`src/rtl/rv32imf_data_obi_arbiter.sv`:
```
// Two-port arbiter sharing the data-side OBI bus, with an in-order owner FIFO for response routing.
// Define RV32IMF_ARB_ROUND_ROBIN_EN for round-robin contention; fixed priority (port 0) otherwise.
module rv32imf_data_obi_arbiter #(
    parameter int MAX_OUTSTANDING = 2,
    parameter int PAYLOAD_W       = 75
) (
    input  logic                 clk,
    input  logic                 rst_n,
    input  logic                 m0_req_i,
    output logic                 m0_gnt_o,
    input  logic [PAYLOAD_W-1:0] m0_payload_i,
    output logic                 m0_rvalid_o,
    input  logic                 m1_req_i,
    output logic                 m1_gnt_o,
    input  logic [PAYLOAD_W-1:0] m1_payload_i,
    output logic                 m1_rvalid_o,
    output logic [31:0]          resp_rdata_o,
    output logic                 resp_err_o,
    output logic                 obi_req_o,
    input  logic                 obi_gnt_i,
    output logic [PAYLOAD_W-1:0] obi_payload_o,
    input  logic                 obi_rvalid_i,
    input  logic [31:0]          obi_rdata_i,
    input  logic                 obi_err_i,
    output logic                 protocol_err_o
);

    localparam int CNT_W = $clog2(MAX_OUTSTANDING + 1);
    localparam int PTR_W = (MAX_OUTSTANDING > 1) ? $clog2(MAX_OUTSTANDING) : 1;
    localparam logic [PTR_W-1:0] PTR_LAST = PTR_W'(MAX_OUTSTANDING - 1);
    localparam logic [CNT_W-1:0] CNT_MAX  = CNT_W'(MAX_OUTSTANDING);

    typedef enum logic {
        PORT0 = 1'b0,
        PORT1 = 1'b1
    } port_e;

    logic [CNT_W-1:0] cnt_q;
    logic [PTR_W-1:0] rd_ptr_q, wr_ptr_q;
    port_e            fifo_q [MAX_OUTSTANDING];
    logic             lock_q;
    port_e            lock_owner_q;
    port_e            rr_q;
    logic             protocol_err_q;

    port_e owner;
    port_e head;
    logic  space, push, pop;

    function automatic logic [PTR_W-1:0] ptr_inc(input logic [PTR_W-1:0] p);
        return (p == PTR_LAST) ? '0 : p + PTR_W'(1);
    endfunction

    // NOTE: every signal written in always_comb gets a default first so no latch is inferred.
    always_comb begin
        owner = PORT0;
        if (lock_q)
            owner = lock_owner_q;
        else if (m0_req_i && m1_req_i)
            owner = rr_q;
        else if (m1_req_i)
            owner = PORT1;
    end

    // A response freed this cycle only opens space on the next one.
    assign space         = (cnt_q < CNT_MAX);
    assign obi_req_o     = space && (lock_q || m0_req_i || m1_req_i);
    assign obi_payload_o = (owner == PORT1) ? m1_payload_i : m0_payload_i;
    assign push          = obi_req_o && obi_gnt_i;
    assign m0_gnt_o      = push && (owner == PORT0);
    assign m1_gnt_o      = push && (owner == PORT1);

    assign head        = fifo_q[rd_ptr_q];
    assign pop         = obi_rvalid_i && (cnt_q != '0);
    assign m0_rvalid_o = pop && (head == PORT0);
    assign m1_rvalid_o = pop && (head == PORT1);

    assign resp_rdata_o   = obi_rdata_i;
    assign resp_err_o     = obi_err_i;
    assign protocol_err_o = protocol_err_q;

    // NOTE: state registers use non-blocking assignments so every flop samples pre-edge values.
    always_ff @(posedge clk or negedge rst_n) begin
        if (!rst_n) begin
            cnt_q          <= '0;
            rd_ptr_q       <= '0;
            wr_ptr_q       <= '0;
            lock_q         <= 1'b0;
            lock_owner_q   <= PORT0;
            protocol_err_q <= 1'b0;
        end else begin
            if (obi_req_o) begin
                lock_q       <= !obi_gnt_i;
                lock_owner_q <= owner;
            end
            if (push)
                wr_ptr_q <= ptr_inc(wr_ptr_q);
            if (pop)
                rd_ptr_q <= ptr_inc(rd_ptr_q);
            if (push && !pop)
                cnt_q <= cnt_q + CNT_W'(1);
            else if (pop && !push)
                cnt_q <= cnt_q - CNT_W'(1);
            if (obi_rvalid_i && (cnt_q == '0))
                protocol_err_q <= 1'b1;
        end
    end

    // NOTE: owner storage is not reset; only entries between the pointers, counted by cnt_q, are ever used.
    always_ff @(posedge clk) begin
        if (push)
            fifo_q[wr_ptr_q] <= owner;
    end

`ifdef RV32IMF_ARB_ROUND_ROBIN_EN
    always_ff @(posedge clk or negedge rst_n) begin
        if (!rst_n)
            rr_q <= PORT0;
        else if (push)
            rr_q <= port_e'(~owner);
    end
`else
    assign rr_q = PORT0;
`endif

endmodule

```
`config.mk`:
```
export PLATFORM = sky130hd
export DESIGN_NAME = rv32imf_data_obi_arbiter
export DESIGN_NICKNAME = d
export VERILOG_FILES = /design/src/rtl/rv32imf_data_obi_arbiter.sv
export SDC_FILE = /design/constraint.sdc
export NUM_CORES = 1
export LEC_CHECK = 0
export BUFFER_PORTS_ARGS = -buffer_cell sky130_fd_sc_hd__buf_2
export CAP_MARGIN = 25
export CORE_AREA = 2 2 117 119
export CTS_CLUSTER_SIZE = 12
export DETAILED_ROUTE_END_ITERATION = 6
export DIE_AREA = 0 0 119 121
export PLACE_DENSITY_LB_ADDON = 0.3
export SYNTH_ARGS = -nofsm -noshare
export SYNTH_HDL_FRONTEND = slang
export SYNTH_SLANG_ARGS = --single-unit
```
`constraint.sdc`:
```
create_clock -name clk -period 2.95 [get_ports clk]
set_input_delay 0.295 -clock clk [delete_from_list [all_inputs] [get_ports clk]]
set_output_delay 0.295 -clock clk [all_outputs]
set_load 0.005 [all_outputs]
```
-- Yosys cells after proc, flatten, opt, wreduce, memory -nomap -nowiden
Memories as Yosys holds them, arrays and structs flattened.
Cells that the tools add are included.
- reduce and logical (&&, ||, !) cells: 19
- mux-type cells: 10
- order comparisons: 1
- add/subtract/negate cells: 4
- bitwise gates (word level): 2
- operators with widths (cell ; count):
    $mux W75 ; 1
    $logic_and A1 B1 Y1 ; 11
    $mux W1 ; 7
    $mux W2 ; 2
    $reduce_bool A2 Y1 ; 2
    $logic_not A1 Y1 ; 3
    $add A1 B1 Y1 const B ; 2
    $add A2 B1 Y2 const B ; 1
    $logic_not A2 Y1 ; 1
    $logic_or A1 B1 Y1 ; 2
    $lt A2 B2 Y1 const B ; 1
    $not A1 Y1 ; 2
    $sub A2 B1 Y2 const B ; 1
- memories kept: 1
- logic and storage cells: 43
- bits in writable memories: 2
- input bits: 189
- output and inout bits: 114
- register bits: 7
- memory list (memory ; depth ; bits a word ; rd ports ; clocked after memory_dff ; write ports ; RTL line ; text):
    fifo_q ; 2 ; 1 ; 1 ; 0 ; 1 ; 40 ; port_e fifo_q [MAX_OUTSTANDING];

-- Depth between registers and ports, before layout
Gate-level depths: netlist of the first run.
- word-level depth: 8
- gate-level depth with buffers: 6
- gate-level depth less buffers: 6

-- Worst setup path before layout of the first run
OpenSTA, ideal clock, no wires.
- kind: reg-to-output
- start point: register lock_q
- end point: output obi_payload_o[22]
- buffers on the path: 2
- required time: 2.655 ns
- stages on the path, launching flop included: 6
- arrival: 1.340 ns
- setup slack: 1.315 ns
- path through: dfrtp_1 nor2_1 a22oi_2 buf_6 buf_6 mux2_1
- longest elaborated chain between the ends: 2
- RTL lines (element ; RTL line ; text):
    start: declaration ; 41 ; logic lock_q;
    start signal: assignment ; 93 ; lock_q <= !obi_gnt_i;
    $mux W1 ; 57 ; if (lock_q)
    $mux W75 ; 68 ; assign obi_payload_o = (owner == PORT1) ? m1_payload_i : m0_payload_i;
    end: declaration ; 21 ; output logic [PAYLOAD_W-1:0] obi_payload_o,
Every way passes these cells.

-- Worst setup path in the final report of the first run
- start point: register lock_q
- end point: output obi_payload_o[20]
The elaborated chain is that of the path after synthesis.

==> results of run 1 <==
per-layer routing:
layer / vias up / wire length (um)
met5: - / 0
met4: 0 / 87
met3: 12 / 836
met2: 182 / 3180
met1: 847 / 2020
li1: 923 / -
how the worst max path moves through the flow:
| stage | endpoint | slack, ns | depth (start not counted) |
|---|---|---|---|
| CTS | obi_payload_o[67] | 0.69 | 5 |
| floorplan | obi_payload_o[22] | 1.32 | 5 |
| global route | obi_payload_o[67] | 0.54 | 5 |
| finish | obi_payload_o[20] | 0.71 | 5 |
| detailed placement | obi_payload_o[67] | 0.95 | 5 |
| global placement | obi_payload_o[67] | 1.0 | 5 |
final cells by class:
type	instances	area (sq um)
fill	1414	10300
sequential	9	235
tap	176	220
clock buffer	4	78.8
timing repair buffer	239	1210
multi-input combinational	104	1030
inverter	1	3.75
stage by stage:
stage | worst slack (ns) | utilization [%] | hold slack [ns]
after floorplan | 1.32 | - | -0.000591
after global placement | 0.998 | 20.5 | 0.142
after detailed placement | 0.947 | 20.5 | 0.143
after CTS | 0.692 | 21.2 | 0.286
after global routing | 0.535 | 21.2 | 0.296
final | 0.705 | 21.2 | 0.289
cells in the final DEF, fill, tap and decap left out, types with 2 or more instances in the layout:
master / Yosys / final
buf_2: 0 / 236
mux2_2: 47 / 47
mux2_1: 28 / 28
nor2_1: 10 / 10
dfrtp_1: 7 / 7
xor2_1: 3 / 3
clkbuf_16: 0 / 3
nor3_1: 2 / 2
xnor2_1: 2 / 2
a21oi_1: 2 / 2
edfxtp_1: 2 / 2
buf_4: 37 / 2
state kept, by name, summed over array words and instances, names as in the netlist:
signal	flops
lock_owner_q	1
rd_ptr_q	1
wr_ptr_q	1
cnt_q	2
protocol_err_o	1
lock_q	1
fifo_q	2
where the power goes:
part / total, W / switching (W) / internal [W]
Combinational: 0.00133 / 0.000572 / 0.000754
Sequential: 0.000237 / 0.0000519 / 0.000186
Clock: 0.000235 / 0.0000548 / 0.000180
Total: 0.00180 / 0.000679 / 0.00112
worst register-to-register path: cells and delay by family (launching register included):
kind / cells / cell delay (ns)
xor+xnor: 1 / 0.16
fa+ha+maj: 1 / 0.34
flops: 1 / 0.42
simple gates: 3 / 0.67
repair_timing:
item	4_1_cts	5_1_grt
gates resized for setup	0	0
hold buffers	1	0
hold endpoints to repair	7	0
cells by family (layout without fill, tap and decap cells):
| group | Yosys count | after routing | synth area share (%) |
|---|---|---|---|
| multiplexers | 76 | 76 | 53.8 |
| buffers and inverters | 42 | 244 | 20.6 |
| AND/OR/NAND/NOR | 15 | 15 | 4.17 |
| flip-flops | 9 | 9 | 14.8 |
| AO/OA/AOI/OAI | 7 | 7 | 3.15 |
| XOR/XNOR | 5 | 5 | 2.76 |
| adder cells (fa/ha/maj) | 1 | 1 | 0.787 |
==> impl_metrics.toml, run 1 <==
[global_route]
grt_pass1_vias = 1834
grt.met3_usage_pct = 2.58
grt_pass1_wl_um = 8290
grt.busiest_layer = "met2"
use_met1_pct = 6.88
grt.total_usage_pct = 7.21
grt_max_degree = 46
antenna_found_initial = 0
grt_overflow = 0
grt_use_met2_pct = 14.5

[drt]
wl_per_cell_um = 11.5
ant_nets = 0
drc = 0
via_per_inst = 3.68
routed_wl_um = 6120
drt-pass1-iter-count = 4
vias = 1964
drt_iter0_markers = 26

[clocking]
cts_buffers = 3
path_clk_slew_ns = 0.04
clockBufferDepth = 2
cts-root-buf = "clkbuf_16"
htree_levels = 1
clock_sinks = 9
clkLatencyLatePin_ns = 0.23
cts_tree = "done"
cts_setup_buffers = 0

[hold_path]
worstHoldEndpoint = "protocol_err_o"
hp-start = "obi_rvalid_i"
holdPathStages = 2
min_path_type = "input port to flip-flop"

[yosys]
ys_warn_count = 0
synthTopCellsByCount = "mux2_2 (47), buf_4 (37), mux2_1 (28)"
syn-num-nets = 345
ys_ff_latch = 9
ys.flop_type = "dfrtp_1"
synth_edf_count = 2
ys_seq_area_share_pct = 14.8
synth_most_common_cell = "mux2_2"
postSynthCellCount = 155
async_flop_share_pct = 77.8
ys_types = 22
synthesis.area_sq_um = 1590
post-synth-top-area-cell = "mux2_2"
syn_area_per_cell_sq_um = 10.3
synth_area_leaders = "mux2_2 (33%), mux2_1 (20%), buf_4 (17%)"
yosysTopAreaCellShare_pct = 33.3

[floorplanning]
initial_core_util_pct = 12.1
row_count = 42
io_pins = 303
dieHeight_um = 121
die_x_um = 119
core_area_sq_um = 13100
dieArea_sq_um = 14400

[power]
ir_worst_vdd_uv = 336
p_per_area_nw_per_um2 = 649
power_w = 0.00180
p_leak_nw = 1.47

[cells_and_area]
final_nets = 548
stdcell_area_sq_um = 2770
antenna_cells = 0
stdcell_count = 533
area_growth_syn_to_layout_pct = 74.4
drive_gt1_share_pct = 81.0

[setup_path]
slowest_stage = "buf_4"
slowest_delay_ns = 0.48
r2r_cells = 5
r2r_slack_ns = 1.28
critPathKind = "flip-flop to output port"
start_kind = "flip-flop"
cp_top_family = "buffers and inverters"
path_buf_inv = 2
arrival_ns = 1.95
end_kind = "output port"
r2r-start = "lock_q"
r2r-end = "cnt_q[1]"
cp.required_ns = 2.65
cp_cell_sequence = "nor2_1 -> a22oi_2 -> buf_4 -> mux2_2 -> buf_2"
path_max_fanout = 45
critical_path.startpoint = "lock_q"

[timing]
worst_slew_pin_slew_ns = 0.554
tns_ns = 0
layout_min_cycle_time_ns = 2.24
finalSetupViolCount = 0
hold_viol = 0
fin_crit_sh_pct = 76.1
maxSlewHeadroom_pct = 63.1
fmax_mhz = 445
final_max_slew_viol_count = 0
rsz0062_at_grt = "false"
fin_skew_ns = 0.000673

[place]
routabilityCongestion = 0.726
placedInstanceArea_sq_um = 2680
dp.cells = 528
post-dp-hpwl_um = 5490
port_buffers = 236

[flow_run]
max_cap_violations = 0

[status]
status = "finished, final reports clean"
Power figures use the tool's default switching activity.
==> run 2: changes to the inputs <==
--- a/config.mk
+++ b/config.mk
@@ -7,10 +7,10 @@
 export LEC_CHECK = 0
 export BUFFER_PORTS_ARGS = -buffer_cell sky130_fd_sc_hd__buf_2
 export CAP_MARGIN = 25
-export CORE_AREA = 2 2 117 119
+export CORE_AREA = 2 2 116 118
 export CTS_CLUSTER_SIZE = 12
 export DETAILED_ROUTE_END_ITERATION = 6
-export DIE_AREA = 0 0 119 121
+export DIE_AREA = 0 0 118 120
 export PLACE_DENSITY_LB_ADDON = 0.3
 export SYNTH_ARGS = -nofsm -noshare
 export SYNTH_HDL_FRONTEND = slang
==> constraint.sdc (replaced) <==
create_clock -name clk -period 1.9 [get_ports clk]
set_input_delay 0.19 -clock clk [delete_from_list [all_inputs] [get_ports clk]]
set_output_delay 0.19 -clock clk [all_outputs]
set_load 0.005 [all_outputs]
==> run 2 against run 1 <==
  * The flow now finishes with violations (setup timing)
  * Hold slack got worse by 0.11 ns
  * First-iteration DRC count is 31% lower
  * Clock skew increased by 0.0021 ns
  * Setup slack worse by 0.71 ns
  * Sequential power rose by 49%
  * Clock-buffer cell count is the same
  * Die area down 1.7%
  * Sequential share of layout area decreased by 1.4 points
  * Utilization increased by 4.4 points
  * Wire length increased by 21%
  * Combinational power is 140% higher
  * Final cell count grew 1.7%
  * Largest power group unchanged
==> impl_metrics.toml, run 2 (synthesis results as in run 1) <==
[status]
status = "finished with violations"
violations = "setup timing"

[floorplanning]
row_count = 42
initial_core_util_pct = 12.2
die_x_um = 118
dieHeight_um = 120
dieArea_sq_um = 14200
io_pins = 303
core_area_sq_um = 13000

[setup_path]
r2r-start = "lock_q"
r2r-end = "cnt_q[1]"
path_buf_inv = 3
slowest_delay_ns = 0.39
path_max_fanout = 17
cp_cell_sequence = "nor2_2 -> a22oi_2 -> buf_6 -> clkbuf_16 -> mux2_2 -> buf_2"
arrival_ns = 1.71
r2r_cells = 7
slowest_stage = "dfrtp_1"
end_kind = "output port"
cp.required_ns = 1.71
critPathKind = "flip-flop to output port"
r2r_slack_ns = 0.25
cp_top_family = "buffers and inverters"
start_kind = "flip-flop"

[global_route]
grt.busiest_layer = "met2"
use_met1_pct = 8.48
grt_use_met2_pct = 17.2
grt_pass1_vias = 1957
grt_pass1_wl_um = 9770
antenna_found_initial = 1
grt.total_usage_pct = 8.70
grt.met3_usage_pct = 3.14
grt_max_degree = 35
grt_overflow = 0

[hold_path]
min_path_type = "input port to flip-flop"
hp-start = "obi_rvalid_i"
holdPathStages = 2
worstHoldEndpoint = "protocol_err_o"

[drt]
via_per_inst = 3.75
routed_wl_um = 7430
wl_per_cell_um = 13.7
drc = 0
drt_iter0_markers = 18
ant_nets = 0
vias = 2035
drt-pass1-iter-count = 4

[timing]
holdWs_ns = 0.178
layout_min_cycle_time_ns = 1.90
tns_ns = -0.00456
hold_viol = 0
final_max_slew_viol_count = 0
fmax_mhz = 525
setup_slack_ns = -0.00384
maxSlewHeadroom_pct = 81.1
finalSetupViolCount = 3
fin_skew_ns = 0.00281
rsz0062_at_grt = "true"
worst_slew_pin_slew_ns = 0.282
fin_crit_sh_pct = 100

[place]
post-place-ws_ns = 0.123
routabilityCongestion = 0.744
port_buffers = 236
placedInstanceArea_sq_um = 2730
dp.cells = 531
post-dp-hpwl_um = 5600

[cells_and_area]
mostFrequentLayoutCells = "buf_2 (197), mux2_4 (40), buf_6 (40)"
area_growth_syn_to_layout_pct = 109
seq_area_sq_um = 235
stdcell_area_sq_um = 3320
final_nets = 556
multi_input_area_sq_um = 1180
reg.largest.list = "cnt_q (2), fifo_q (2)"
final_common_cell = "buf_2"
drive_gt1_share_pct = 85.2
fillers = 1375
stdcell_count = 542

[clocking]
htree_levels = 1
clock_sinks = 9
clockBufferDepth = 2
clkLatencyLatePin_ns = 0.24
cts-root-buf = "clkbuf_16"
cts_buffers = 3
path_clk_slew_ns = 0.04
cts_tree = "done"

[power]
ir_worst_vdd_uv = 378
p_leak_nw = 1.82
p_per_area_nw_per_um2 = 1170

[flow_run]
max_cap_violations = 0
run 2: layer usage:
| metal | share of wire, % | routed length [um] |
|---|---|---|
| met5 | 0.17 | 13 |
| met4 | 0.87 | 65 |
| met3 | 11 | 793 |
| met2 | 53 | 3910 |
| met1 | 36 | 2640 |
run 2: worst max path at each step:
stage / from / to / slack (ns) / cells past startpoint
final: lock_q / obi_payload_o[13] / -0.004 / 6
after global routing: lock_q / obi_payload_o[71] / -0.1 / 6
after CTS: lock_q / obi_payload_o[65] / -0.03 / 6
after detailed placement: lock_q / obi_payload_o[58] / 0.12 / 5
after global placement: lock_q / obi_payload_o[58] / 0.18 / 5
after floorplan: lock_q / obi_payload_o[22] / 0.37 / 5
run 2: power breakdown:
group          internal (W)  leakage, nW  switching, W  total (W)
logic               0.00198         1.68       0.00118    0.00316
registers          0.000288       0.0975     0.0000655   0.000354
clock network      0.000280       0.0382     0.0000919   0.000372
run 2: timing repair:
action,CTS,global route
buffers inserted,2,0
resized for setup,4,79
hold buffers,1,0
hold endpoints to repair,7,0
endpoints found under the setup margin,75,75
pin swaps,1,0
cloned,1,2
run 2: layout make-up:
class,instances,area share (%)
Clock buffer,4,2.37
Inverter,1,0.113
Timing Repair Buffer,247,48.2
Multi-Input combinational cell,104,35.5
Tap cell,176,6.63
Sequential cell,9,7.08
Antenna cell,1,0.0753
run 2: per-stage QoR:
stage               power (W)  util, %
finish                0.00389     25.6
global route          0.00414     25.6
CTS                   0.00312     22.2
detailed placement    0.00255     21.0
global placement      0.00251     21.0
floorplan             0.00180        -
